===== config.mk =====
export PLATFORM = sky130hd
export DESIGN_NAME = uart_32_bit_rx_word
export DESIGN_NICKNAME = d
export VERILOG_FILES = /design/src/rtl/uart_32_bit_rx_word.sv
export SDC_FILE = /design/constraint.sdc
export NUM_CORES = 1
export LEC_CHECK = 0
export ABC_AREA = 1
export CAP_MARGIN = 20
export CORE_MARGIN = 1
export CORE_UTILIZATION = 60
export DETAILED_ROUTE_END_ITERATION = 8
export PLACE_DENSITY = 0.84
export SETUP_SLACK_MARGIN = 0.15
export SLEW_MARGIN = 20
export SYNTH_ARGS = -nofsm -noshare
export SYNTH_HDL_FRONTEND = slang
export SYNTH_SLANG_ARGS = --single-unit

===== constraint.sdc =====
create_clock -name clk -period 3.3 [get_ports clk]
set_clock_uncertainty 0.1 [all_clocks]
set_input_delay 0.495 -clock clk [delete_from_list [all_inputs] [get_ports clk]]
set_output_delay 0.495 -clock clk [all_outputs]
set_load 0.01 [all_outputs]

===== src/rtl/uart_32_bit_rx_word.sv =====
// UART receiver: oversampled 8N1 frames assembled LSB-byte-first into a 32-bit word,
// presented with a valid/ack handshake plus sticky framing and overrun flags.
module uart_32_bit_rx_word #(
    parameter int OVERSAMPLE     = 16,
    parameter int DATA_BITS      = 8,
    parameter int BYTES_PER_WORD = 4
) (
    input  logic                                clk,
    input  logic                                rst,
    input  logic                                baud_tick,
    input  logic                                rx,
    input  logic                                data_ack,
    input  logic                                err_clear,
    output logic [DATA_BITS*BYTES_PER_WORD-1:0] data,
    output logic                                data_valid,
    output logic                                frame_error,
    output logic                                overrun,
    output logic                                busy
);
    localparam int WORD_W = DATA_BITS * BYTES_PER_WORD;
    localparam int CNT_W  = $clog2(OVERSAMPLE);
    localparam int BIT_W  = (DATA_BITS > 1) ? $clog2(DATA_BITS) : 1;
    localparam int IDX_W  = (BYTES_PER_WORD > 1) ? $clog2(BYTES_PER_WORD) : 1;

    localparam logic [CNT_W-1:0] CNT_MAX  = CNT_W'(OVERSAMPLE - 1);
    localparam logic [CNT_W-1:0] CNT_HALF = CNT_W'(OVERSAMPLE / 2 - 1);
    localparam logic [BIT_W-1:0] BIT_MAX  = BIT_W'(DATA_BITS - 1);
    localparam logic [IDX_W-1:0] IDX_MAX  = IDX_W'(BYTES_PER_WORD - 1);

    typedef enum logic [2:0] {S_IDLE, S_START, S_DATA, S_STOP, S_BREAK} state_t;

    state_t                 state_q, state_d;
    logic                   rx_meta_q, rx_s_q;
    logic [CNT_W-1:0]       cnt_q, cnt_d;
    logic [BIT_W-1:0]       bit_idx_q, bit_idx_d;
    logic [IDX_W-1:0]       byte_idx_q, byte_idx_d;
    logic [DATA_BITS-1:0]   shreg_q, shreg_d;
    logic [WORD_W-1:0]      word_q, word_d;
    logic [WORD_W-1:0]      data_q, data_d;
    logic                   data_valid_q, data_valid_d;
    logic                   frame_error_q, frame_error_d;
    logic                   overrun_q, overrun_d;
    logic                   word_done, stop_bad;

    always_ff @(posedge clk or negedge rst) begin
        if (!rst) begin
            rx_meta_q     <= 1'b1;
            rx_s_q        <= 1'b1;
            state_q       <= S_IDLE;
            cnt_q         <= '0;
            bit_idx_q     <= '0;
            byte_idx_q    <= '0;
            shreg_q       <= '0;
            word_q        <= '0;
            data_q        <= '0;
            data_valid_q  <= 1'b0;
            frame_error_q <= 1'b0;
            overrun_q     <= 1'b0;
        end else begin
            rx_meta_q     <= rx;
            rx_s_q        <= rx_meta_q;
            state_q       <= state_d;
            cnt_q         <= cnt_d;
            bit_idx_q     <= bit_idx_d;
            byte_idx_q    <= byte_idx_d;
            shreg_q       <= shreg_d;
            word_q        <= word_d;
            data_q        <= data_d;
            data_valid_q  <= data_valid_d;
            frame_error_q <= frame_error_d;
            overrun_q     <= overrun_d;
        end
    end

    always_comb begin
        state_d       = state_q;
        cnt_d         = cnt_q;
        bit_idx_d     = bit_idx_q;
        byte_idx_d    = byte_idx_q;
        shreg_d       = shreg_q;
        word_d        = word_q;
        data_d        = data_q;
        data_valid_d  = data_valid_q;
        frame_error_d = frame_error_q;
        overrun_d     = overrun_q;
        word_done     = 1'b0;
        stop_bad      = 1'b0;

        case (state_q)
            S_IDLE: begin
                cnt_d     = '0;
                bit_idx_d = '0;
                if (!rx_s_q) state_d = S_START;
            end
            S_START: if (baud_tick) begin
                // Mid-start-bit recheck rejects glitches shorter than half a bit.
                if (cnt_q == CNT_HALF) begin
                    cnt_d   = '0;
                    state_d = rx_s_q ? S_IDLE : S_DATA;
                end else begin
                    cnt_d = cnt_q + CNT_W'(1);
                end
            end
            S_DATA: if (baud_tick) begin
                if (cnt_q == CNT_MAX) begin
                    cnt_d   = '0;
                    shreg_d = {rx_s_q, shreg_q[DATA_BITS-1:1]};
                    if (bit_idx_q == BIT_MAX) begin
                        bit_idx_d = '0;
                        state_d   = S_STOP;
                    end else begin
                        bit_idx_d = bit_idx_q + BIT_W'(1);
                    end
                end else begin
                    cnt_d = cnt_q + CNT_W'(1);
                end
            end
            S_STOP: if (baud_tick) begin
                if (cnt_q == CNT_MAX) begin
                    cnt_d = '0;
                    if (rx_s_q) begin
                        word_d[int'(byte_idx_q)*DATA_BITS +: DATA_BITS] = shreg_q;
                        if (byte_idx_q == IDX_MAX) begin
                            byte_idx_d = '0;
                            word_done  = 1'b1;
                        end else begin
                            byte_idx_d = byte_idx_q + IDX_W'(1);
                        end
                        state_d = S_IDLE;
                    end else begin
                        stop_bad   = 1'b1;
                        byte_idx_d = '0;
                        state_d    = S_BREAK;
                    end
                end else begin
                    cnt_d = cnt_q + CNT_W'(1);
                end
            end
            S_BREAK: begin
                cnt_d = '0;
                if (rx_s_q) state_d = S_IDLE;
            end
            default: state_d = S_IDLE;
        endcase

        if (err_clear) begin
            frame_error_d = 1'b0;
            overrun_d     = 1'b0;
        end
        // Set events are applied after the clear so they win on a collision.
        if (stop_bad) frame_error_d = 1'b1;
        if (word_done) begin
            if (!data_valid_q || data_ack) begin
                data_d       = word_d;
                data_valid_d = 1'b1;
            end else begin
                overrun_d = 1'b1;
            end
        end else if (data_ack) begin
            data_valid_d = 1'b0;
        end
    end

    assign data        = data_q;
    assign data_valid  = data_valid_q;
    assign frame_error = frame_error_q;
    assign overrun     = overrun_q;
    assign busy        = (state_q != S_IDLE);

endmodule

Yosys cells after proc, flatten, opt, wreduce, memory -nomap -nowiden
Cells that the tools add are included.
- register bits: 89
- input port bits: 6
- output and inout bits: 36
- logic and storage cells: 99
- add/sub/neg operators: 4
- eq/ne operators: 19
- shifts and indexed selects: 2
- mux-type cells: 45
- reduce and logical (&&, ||, !) cells: 17
- operator list (operator ; number):
    $mux W32 ; 4
    $mux W3 ; 13
    $neg A5 Y33 ; 1
    $shift A8 B33 Y32 const A ; 1
    $shiftx A8 B33 Y32 ; 1
    $bwmux W32 ; 1
    $ne A2 B2 Y1 const B ; 9
    $mux W1 ; 17
    $mux W4 ; 4
    $pmux W3 S5 ; 1
    $pmux W4 S3 ; 1
    $reduce_and A3 Y1 ; 4
    $reduce_and A9 Y1 ; 1
    $eq A3 B2 Y1 const B ; 2
    $eq A3 B3 Y1 const B ; 2
    $mux W2 ; 3
    $pmux W3 S2 ; 1
    $reduce_bool A2 Y1 ; 3
    $reduce_bool A3 Y1 ; 2
    $add A4 B1 Y4 const B ; 1
    $eq A4 B3 Y1 const B ; 1
    $eq A4 B4 Y1 const B ; 1
    $ne A2 B1 Y1 const B ; 2
    $reduce_and A2 Y1 ; 2
    8 further kinds ; 9

Depth between registers and ports, before layout
- depth after elaboration: 8
- depth in mapped cells: 10
- mapped depth without buffers: 9

Least setup slack after synthesis
Ideal clock, no wire load.
- path type: register -> register
- start: register byte_idx_q[0]
- end: register data_q[23], in the netlist data[23]
- library setup time: 0.065 ns
- arrival: 1.690 ns
- data required time: 3.135 ns
- slack: 1.445 ns
- stages on the path, launching flop included: 10
- buffers on the path: 1
- period minus slack after synthesis: 1.855 ns
- cells stage by stage: dfrtp_1 -> inv_1 -> ha_1 -> clkinv_1 -> nor2_4 -> buf_4 -> nand3_1 -> nand3_1 -> nand3_1 -> nand2_1
- longest elaborated chain between the ends: 7
- elaborated cells between the ends (all ways): 15
- classes of those cells: 1 x add/sub; 1 x eq/ne; 2 x shift; 10 x mux; 1 x reduce/logical
- RTL lines (element ; line ; text):
    from (decl) ; 36 ; logic [IDX_W-1:0] byte_idx_q, byte_idx_d;
    from (signal assigned) ; 65 ; byte_idx_q <= byte_idx_d;
    $neg A5 Y33 / $eq A2 B2 Y1 (equally long branches) ; 122, 123 ;
    $shiftx A8 B33 Y32 (tied with other cells) ; 122 ; word_d[int'(byte_idx_q)*DATA_BITS +: DATA_BITS] = shreg_q;
    $bwmux W32 / $mux W1 (equally long branches) ; 122, 121 ;
    $mux W32 / $mux W1 (equally long branches) ; 121, 119 ;
    $mux W32 / $mux W1 (equally long branches) ; 119, 118 ;
    $mux W32 / $mux W1 (equally long branches) ; 118, 89 ;
    $mux W32 / $reduce_and A2 Y1 (equally long branches) ; -- ;
    to (signal assigned) ; 68 ; data_q <= data_d;
    to (decl) ; 39 ; logic [WORD_W-1:0] data_q, data_d;
Several ways; a longest one is shown, not always the timed one.
A chain may end at the register's enable or synchronous reset.

Final worst setup path
- start: register byte_idx_q[0]
- end: register data_q[22], in the netlist data[22]
Same word-level chain as after synthesis.

==> impl_metrics.env <==
export IMPL_p_int_w=0.00147
export IMPL_p_seq_frac=0.525
export IMPL_crit_path_end_kind="register"
export IMPL_die_y_um=83.0
export IMPL_firstDrtPassIters=6
export IMPL_cp_top_family="simple AND/OR/NAND/NOR gates"
export IMPL_rrSetupSlack_ns=0.82
export IMPL_num_rows=29
export IMPL_cellPowerDensity_nw_per_um2=454
export IMPL_peakVddDrop_v=0.000323
export IMPL_netlist_instances=478
export IMPL_cts_buffers=9
export IMPL_grt_pass1_wl_mm=13.8
export IMPL_post_route_util=0.709
export IMPL_drive_above_1_share=0.0580
export IMPL_critPathSlowestCell="dfrtp_1"
export IMPL_synth_top_family_by_area="simple AND/OR/NAND/NOR gates"
export IMPL_final_nets=527
export IMPL_critPathKind="reg -> reg"
export IMPL_netlist_area_sq_um=3930
export IMPL_synth_cell_types=25
export IMPL_vias=3158
export IMPL_crit_cells=8
export IMPL_critical_path_startpoint="byte_idx_q[0]"
export IMPL_dpl_hpwl_mm=5.25
export IMPL_cts_tree="built"
export IMPL_antenna_found_initial=0
export IMPL_synth_compound_area_frac=0.0363
export IMPL_rsz0062_at_grt="no"
export IMPL_port_buffer_count=41
export IMPL_drc=0
export IMPL_synth_fp_nets=492
export IMPL_hold_class="in -> async"
export IMPL_finalCriticalPeriod_ns=2.48
export IMPL_ctsRootBufferMaster="clkbuf_8"
export IMPL_start_util=0.620
export IMPL_fillers=465
export IMPL_syn2layout_area_growth_pct=14.4
export IMPL_ys_warn_count=0
export IMPL_antenna_cells=0
export IMPL_multiInputGateArea_sq_um=1570
export IMPL_synthSimpleGateAreaFrac=0.337
export IMPL_crit_path_start_kind="register"
export IMPL_cp_cell_sequence="inv_1, ha_1, clkinv_1, nor2_4, nand3_1, nand3_1, nand3_1, nand2_1"
export IMPL_cap_violations=0
export IMPL_first_iter_violations=245
export IMPL_gp_congestion=0.849
export IMPL_io_pins=42
export IMPL_p_switching_w=0.000577
export IMPL_tightest_slew_ns=0.728
export IMPL_clk_latency_ns=0.35
export IMPL_post_route_period_util=0.750
export IMPL_ys_seq_area_frac=0.516
export IMPL_status="finished, final reports clean"
export IMPL_drv_slew=0
export IMPL_timing_fmax_mhz=404
export IMPL_crit_fanout=16
export IMPL_hold_viol_final=0
export IMPL_vias_per_cell=5.32
export IMPL_ctsResizeCount=0
export IMPL_grt_usage=0.250
export IMPL_worstPathRequired_ns=3.49
export IMPL_p_comb_frac=0.136
export IMPL_synth_area_mux_share=0
export IMPL_critPathBufInv=2
export IMPL_clkTransAtPathRegs_ns=0.08
export IMPL_core_sq_um=6350
export IMPL_cts_sinks=81
export IMPL_routed_wirelength_mm=7.87
export IMPL_synth_xor_area_share=0
export IMPL_avgSynthCellArea_sq_um=8.23
export IMPL_clock_path_buffers=2
export IMPL_cts_setup_buffers=0
export IMPL_seqCellArea_sq_um=2030
export IMPL_synthAdderAreaFrac=0.0254
export IMPL_htree_num_levels=3
export IMPL_swShare=0.282
export IMPL_slowest_delay_ns=0.64
export IMPL_antenna_left=0
export IMPL_cts_hold_buf=0
export IMPL_die_w_um=83.0
export IMPL_slew_headroom=0.514
export IMPL_path_common_cell="nand3_1"
export IMPL_leakage_nw=2.14
export IMPL_avgRoutedWirePerCell_um=13.2
export IMPL_r2r_start="byte_idx_q[0]"
export IMPL_arrival_ns=2.66
export IMPL_clkPwrFrac=0.340
export IMPL_crit_end="data[22]"
export IMPL_dieArea_sq_um=6880
export IMPL_first_global_vias=3022
export IMPL_r2r_end="data[22]"
export IMPL_setup_violations=0
export IMPL_grt_overflow=0
export IMPL_synth_seq_cells=81
export IMPL_r2r_cells=8
export IMPL_setup_tns_ns=0
export IMPL_grt_max_degree=82
==> cell families (layout without fill, tap and decap cells) <==
group	count (synthesis)	count (layout)
AND/OR/NAND/NOR	287	287
flip-flops	81	81
buffers and inverters	74	113
AO/OA/AOI/OAI	28	28
adder cells (fa/ha/maj)	8	8
==> power by group through the flow <==
stage | combinational, W | clock, W | sequential [W]
after floorplan | 0.000212 | 0 | 0.00107
after global placement | 0.000261 | 0 | 0.00109
after detailed placement | 0.000272 | 0 | 0.00109
after CTS | 0.000275 | 0.000702 | 0.00107
after global routing | 0.000320 | 0.000744 | 0.00108
final | 0.000277 | 0.000694 | 0.00107
==> final cells by class <==
class | count | area share
clock buffer | 12 | 0.0300
inverter | 56 | 0.0467
tap | 77 | 0.0214
clock inverter | 3 | 0.00945
multi-input combinational | 323 | 0.348
sequential | 81 | 0.451
timing repair buffer | 42 | 0.0931
==> stage by stage <==
stage	total power, W	hold slack [ns]	setup slack, ns	instances	instance area (sq um)
global route	0.00214	0.139	0.606	594	4500
detailed placement	0.00136	0.253	0.809	579	4320
floorplan	0.00128	0.0994	1.45	478	3930
global placement	0.00135	0.248	0.904	579	4320
CTS	0.00205	0.248	0.828	594	4500
finish	0.00204	0.0629	0.825	594	4500
==> worst min path at each step <==
stage / depth (start not counted) / endpoint
6_report: 1 / data[22]
5_1_grt: 1 / data[22]
4_1_cts: 1 / data[22]
3_5_place_dp: 0 / rx_s_q
3_3_place_gp: 0 / rx_s_q
2_1_floorplan: 0 / bit_idx_q[0]
==> Yosys cell counts <==
cell / instances / area [sq um]
o22ai_1: 2 / 12.5
inv_1: 50 / 188
clkbuf_1: 5 / 18.8
nor3_1: 2 / 10.0
buf_2: 5 / 25.0
nand2_1: 137 / 514
inv_2: 3 / 11.3
nand2_2: 2 / 12.5
nand3_4: 1 / 17.5
clkinv_1: 3 / 11.3
and2_1: 24 / 150
nor2_1: 27 / 101
dfstp_2: 2 / 52.6
nor2_2: 1 / 6.26
o21ai_0: 20 / 100
buf_4: 2 / 15.0
nor2_4: 5 / 56.3
dfrtp_1: 79 / 1980
nand4_1: 5 / 31.3
nand3_1: 81 / 405
nand3_2: 2 / 20.0
o21ai_1: 1 / 5.00
a21oi_1: 5 / 25.0
buf_6: 6 / 67.6
ha_1: 8 / 100
==> sequential cells by signal, indices dropped and copies added, names as in the netlist, 2 cells and up <==
| signal | cells |
|---|---|
| data | 32 |
| word_q | 24 |
| shreg_q | 8 |
| cnt_q | 4 |
| bit_idx_q | 3 |
| state_q | 3 |
| byte_idx_q | 2 |
==> layout by cell type (no fill, tap or decap), types with 3 or more instances in the layout <==
master           netlist  final
clkbuf_1               5      3
ha_1                   8      8
nand3_1               81     81
clkinv_1               3      3
nand4_1                5      5
a21oi_1                5      5
nand2_1              137    137
inv_2                  3      3
and2_1                24     24
nor2_1                27     27
clkdlybuf4s50_1        0     40
o21ai_0               20     20
dfrtp_1               79     79
nor2_4                 5      5
clkbuf_8               0      9
inv_1                 50     50
==> worst reg2reg max path, delay by kind of cell (launching register included) <==
family	cells	cell delay, ns
AND/OR/NAND/NOR	5	0.80
flip-flops	1	0.64
buffers and inverters	2	0.48
adder cells (fa/ha/maj)	1	0.39
==> layer usage <==
metal	global-route usage	vias up	part of all wire
met2	0.414	89	0.49
met4	0.0815	0	0.012
met5	0	-	0
li1	-	1573	-
met3	0.0547	9	0.046
met1	0.327	1487	0.45
No activity file was read; power rests on OpenSTA's default activity.
